`src/rtl/hazard_control_unit.sv`:
```
// Pipeline sequencing controller: load-use stalls, branch flushes, data-memory
// wait freezes with a timeout FSM, plus saturating stall/flush counters.
module hazard_control_unit #(
  parameter int TIMEOUT = 16,
  parameter int CNT_W   = 16
) (
  input  logic             clk,
  input  logic             rst_n,
  input  logic [4:0]       IFID_rs1,
  input  logic [4:0]       IFID_rs2,
  input  logic [4:0]       IDEX_rd,
  input  logic             IDEX_MemRead,
  input  logic             EX_branch_taken,
  input  logic             dmem_req,
  input  logic             dmem_ready,
  output logic             PC_write,
  output logic             IFID_write,
  output logic             IFID_flush,
  output logic             IDEX_write,
  output logic             IDEX_flush,
  output logic             EXMEM_write,
  output logic             MEMWB_bubble,
  output logic             mem_timeout,
  output logic [CNT_W-1:0] stall_cycles,
  output logic [CNT_W-1:0] flush_count
);

  localparam int                WAIT_W    = $clog2(TIMEOUT + 2);
  localparam logic [WAIT_W-1:0] WAIT_MAX  = '1;
  localparam logic [WAIT_W-1:0] TIMEOUT_V = WAIT_W'(TIMEOUT);
  localparam logic [CNT_W-1:0]  CNT_MAX   = '1;

  typedef enum logic [1:0] {
    ST_RUN      = 2'd0,
    ST_MEM_WAIT = 2'd1,
    ST_HALT     = 2'd2
  } state_e;

  state_e            state_q, state_d;
  logic [WAIT_W-1:0] wait_cnt_q, wait_cnt_d;
  logic              timeout_q, timeout_d;
  logic [CNT_W-1:0]  stall_q, stall_d;
  logic [CNT_W-1:0]  flush_q, flush_d;

  logic load_use;
  logic mem_freeze;
  logic stall_evt;
  logic flush_evt;

  assign load_use   = IDEX_MemRead && (IDEX_rd != 5'd0) &&
                      ((IDEX_rd == IFID_rs1) || (IDEX_rd == IFID_rs2));
  assign mem_freeze = (dmem_req && !dmem_ready) || (state_q == ST_HALT);
  // A branch squashes the ID instruction, so its load-use is not a stall.
  assign stall_evt  = mem_freeze || (load_use && !EX_branch_taken);
  assign flush_evt  = !mem_freeze && EX_branch_taken;

  always_comb begin
    PC_write     = 1'b0;
    IFID_write   = 1'b0;
    IFID_flush   = 1'b0;
    IDEX_write   = 1'b0;
    IDEX_flush   = 1'b0;
    EXMEM_write  = 1'b0;
    MEMWB_bubble = 1'b0;
    if (!rst_n) begin
      PC_write = 1'b0;
    end else if (mem_freeze) begin
      MEMWB_bubble = 1'b1;
    end else if (EX_branch_taken) begin
      PC_write    = 1'b1;
      IFID_write  = 1'b1;
      IFID_flush  = 1'b1;
      IDEX_write  = 1'b1;
      IDEX_flush  = 1'b1;
      EXMEM_write = 1'b1;
    end else if (load_use) begin
      IDEX_flush  = 1'b1;
      IDEX_write  = 1'b1;
      EXMEM_write = 1'b1;
    end else begin
      PC_write    = 1'b1;
      IFID_write  = 1'b1;
      IDEX_write  = 1'b1;
      EXMEM_write = 1'b1;
    end
  end

  always_comb begin
    state_d    = state_q;
    wait_cnt_d = wait_cnt_q;
    timeout_d  = timeout_q;
    case (state_q)
      ST_RUN: begin
        if (dmem_req && !dmem_ready) begin
          state_d    = ST_MEM_WAIT;
          wait_cnt_d = {{(WAIT_W-1){1'b0}}, 1'b1};
        end else begin
          state_d = ST_RUN;
        end
      end
      ST_MEM_WAIT: begin
        // A dropped request is treated like completion.
        if (dmem_ready || !dmem_req) begin
          state_d    = ST_RUN;
          wait_cnt_d = '0;
        end else if ((TIMEOUT != 0) && (wait_cnt_q >= TIMEOUT_V)) begin
          state_d   = ST_HALT;
          timeout_d = 1'b1;
        end else if (wait_cnt_q != WAIT_MAX) begin
          wait_cnt_d = wait_cnt_q + 1'b1;
        end else begin
          wait_cnt_d = wait_cnt_q;
        end
      end
      ST_HALT: begin
        state_d = ST_HALT;
      end
      default: begin
        state_d    = ST_RUN;
        wait_cnt_d = '0;
      end
    endcase
  end

  always_comb begin
    stall_d = stall_q;
    flush_d = flush_q;
    if (stall_evt && (stall_q != CNT_MAX)) begin
      stall_d = stall_q + 1'b1;
    end else begin
      stall_d = stall_q;
    end
    if (flush_evt && (flush_q != CNT_MAX)) begin
      flush_d = flush_q + 1'b1;
    end else begin
      flush_d = flush_q;
    end
  end

  always_ff @(posedge clk or negedge rst_n) begin
    if (!rst_n) begin
      state_q    <= ST_RUN;
      wait_cnt_q <= '0;
      timeout_q  <= 1'b0;
      stall_q    <= '0;
      flush_q    <= '0;
    end else begin
      state_q    <= state_d;
      wait_cnt_q <= wait_cnt_d;
      timeout_q  <= timeout_d;
      stall_q    <= stall_d;
      flush_q    <= flush_d;
    end
  end

  assign mem_timeout  = timeout_q;
  assign stall_cycles = stall_q;
  assign flush_count  = flush_q;

endmodule

```
`config.mk`:
```
export PLATFORM = sky130hd
export DESIGN_NAME = hazard_control_unit
export DESIGN_NICKNAME = d
export VERILOG_FILES = /design/src/rtl/hazard_control_unit.sv
export SDC_FILE = /design/constraint.sdc
export NUM_CORES = 1
export LEC_CHECK = 0
export ABC_AREA = 0
export CAP_MARGIN = 20
export CORE_UTILIZATION = 45
export DETAILED_ROUTE_END_ITERATION = 10
export GPL_ROUTABILITY_DRIVEN = 0
export PLACE_DENSITY = 0.88
export SETUP_SLACK_MARGIN = 0.05
export SLEW_MARGIN = 20
export SYNTH_ARGS = -nofsm -noshare
export SYNTH_HDL_FRONTEND = slang
export SYNTH_SLANG_ARGS = --single-unit
```
`constraint.sdc`:
```
create_clock -name clk -period 2.25 [get_ports clk]
set_clock_uncertainty 0.15 [all_clocks]
set_input_delay 0.225 -clock clk [delete_from_list [all_inputs] [get_ports clk]]
set_output_delay 0.225 -clock clk [all_outputs]
set_load 0.01 [all_outputs]
```
==> reports/results.tsv <==
metric	value	unit
Filler cells	378	
Worst Hold Depth	1	
RSZ-0062 raised after global routing	yes	
Worst Hold Class	reg2reg	
Vert. Die Dim	71.8	um
die area	5150	sq um
pre-CTS WS	-263	ps
Crit-path slowest cell	or4_4	
Hold Vio Cnt, Final	0	
final worst setup slack	110	ps
share of the synthesized area in the top cell type	0.457	
P_leak	1.39	nW
DRT Wirelength	4.93	mm
Seq cells post-synth	40	
nets@finish	317	
most frequent CP cell	nor2_1	
Num CTS Buffers	5	
minimum clock period	2140	ps
Starting Density	0.467	
average size of a mapped cell	10.3	sq um
remaining antenna violation count	0	
CP delay by family, top	simple AND/OR/NAND/NOR gates	
gr ovfl total	0	
most common cell after layout, fill and taps aside	clkdlybuf4s50_1	
Area Growth Syn to Fin	41.5	%
maximum VDD drop	0.684	mV
All-Layer GR Usage	0.208	
total number of vias	1827	
# rows	25	
status	finished, final reports clean	
Worst-Skew Late Latency	300	ps
Core Area	4690	sq um
most frequent cells in the layout	53 x clkdlybuf4s50_1, 40 x dfrtp_1, 22 x xnor2_1	
routed vias/inst	5.27	
initial antenna violation count	0	
crit-path max FO	2	
Max Fclk	0.467	GHz
ranking of synthesized cells by area	dfrtp_1 46%, xnor2_1 8.8%, xor2_1 6.8%	
Root Buffer	clkbuf_8	
Final setup violation count	0	
Worst EP required	1880	ps
number of top-level pins	61	
dpl hpwl	3.68	mm
Crit. End Element	primary output	
crit path kind	in2out	
CTS Sinks	40	
vias in the first global route	1785	
Max Cap Violations	0	
Pwr per Cell Area	757	nW/um^2
CTS tree	built	
# port buffers	60	
chip width	71.8	um
Max clock buf depth	2	
register area share after synthesis	0.457	
r2r worst-path depth	5	
H-tree depth	2	
DRC violations left	0	
final max-slew violation count	0	
Worst Path Arrival	1760	ps
CP bufs+invs	2	
Worst Tran Pin Value	923	ps
setup slack, reg-to-reg	210	ps
CP Cell Sequence	clkdlybuf4s50_1 > or4_4 > o211ai_2 > nor2_1 > nor2_1 > buf_2	
number of inserted diodes	0	
fin crit share	0.951	
synth unique cells	44	
fraction of layout cells with a size suffix above 1	0.164	
Critical Path Stages	6	
pin count of the biggest net entering global routing	22	
DRT iter0 DRCs	84	
YS warnings	0	
Slew HR	0.383	
syn_nets	238	
slowest stage delay, CP	550	ps
drt wl/cell	14.2	um
synthesized area	2190	sq um
clock slew at reported path FFs	80	ps
drt pass-1 iters	4	
global-route wire length before repair	8.16	mm
Gate Count Post-Synth	213	
Critical Path Source Type	input pin	
power after layout	2.35	mW
largest area contributor in the netlist	dfrtp_1	
## metal layers
| layer | global-route usage | share of wire | vias up |
|---|---|---|---|
| li1 | - | - | 897 |
| met1 | 0.239 | 0.43 | 879 |
| met2 | 0.366 | 0.50 | 44 |
| met3 | 0.0506 | 0.056 | 7 |
| met4 | 0.0915 | 0.014 | 0 |
| met5 | 0 | 0 | - |
## cells by family after synthesis
logic type	share of synthesized area
mux	0.0148
fa+ha+maj	0.0228
buf+inv	0.0274
simple gates	0.249
compound gates	0.0736
flops	0.457
xor+xnor	0.156
## report_power, final
part | leakage, nW | switching, mW | internal [mW] | total [mW]
registers | 0.525 | 0.168 | 0.841 | 1.01
logic | 0.798 | 0.292 | 0.398 | 0.690
clock network | 0.0645 | 0.257 | 0.391 | 0.648
## synth_stat cells
cell type,instances
nand2b_4,1
nand2_1,18
o31ai_1,1
o21bai_2,1
or2b_4,1
nand3b_1,2
and3_1,6
o211ai_2,1
o2111ai_1,1
inv_1,5
a41oi_1,1
xor2_1,17
or4_4,2
nand2_4,1
a31oi_1,2
mux2_2,1
nor4_1,1
nor2b_1,3
a21oi_1,4
or2_2,1
o22ai_1,3
nor3_2,1
and2_1,2
buf_6,2
and4_1,3
nand3_2,4
a22oi_1,1
nor2_1,21
dfrtp_1,40
nand4_1,9
mux2_1,1
o21ai_0,6
o21ai_2,1
buf_4,2
nand2b_1,2
nor4_4,1
mux2i_1,1
nor3_1,2
ha_1,4
nand3_1,11
o21a_1,2
clkbuf_1,1
nand4_2,1
xnor2_1,22
## sequential cells by signal, summed over array words and instances, names as in the netlist
register / flops
mem_timeout: 1
stall_cycles: 16
state_q: 2
wait_cnt_q: 5
flush_count: 16
## timing repair
| action | CTS | global route |
|---|---|---|
| endpoints found under the hold margin | 40 | 0 |
| buffers inserted | 0 | 0 |
| pin swaps | 0 | 1 |
| hold buffers | 2 | 0 |
| gates resized for setup | 10 | 9 |
| endpoints found under the setup margin | 3 | 14 |
## final timing paths
path,to,from
min in group asynchronous,flush_count[12],rst_n
worst max register to register,flush_count[1],flush_count[5]
max in group asynchronous,stall_cycles[0],rst_n
worst min register to register,mem_timeout,mem_timeout
worst max-delay path,IFID_write,IDEX_rd[1]
worst min-delay path,mem_timeout,mem_timeout
## stage by stage
step | hold slack (ps) | instances | setup TNS, ps | instance area [sq um] | util
2_1_floorplan | -221 | 213 | 0 | 2190 | -
3_3_place_gp | 94.4 | 337 | -2010 | 2940 | 0.626
3_5_place_dp | 96.5 | 337 | -2960 | 2940 | 0.626
4_1_cts | 338 | 347 | 0 | 3080 | 0.657
5_1_grt | 362 | 347 | -0.730 | 3100 | 0.661
6_report | 331 | 347 | 0 | 3100 | 0.661
## final cells by class
type | count | area (sq um) | area share
clock inverters | 1 | 30.0 | 0.00968
well taps | 54 | 67.6 | 0.0218
inverters | 5 | 18.8 | 0.00605
multi-input cells | 163 | 1150 | 0.370
clock buffers | 7 | 96.3 | 0.0311
flip-flops and latches | 40 | 1000 | 0.323
repair buffers | 77 | 739 | 0.238
(Power assumes the default switching activity.)
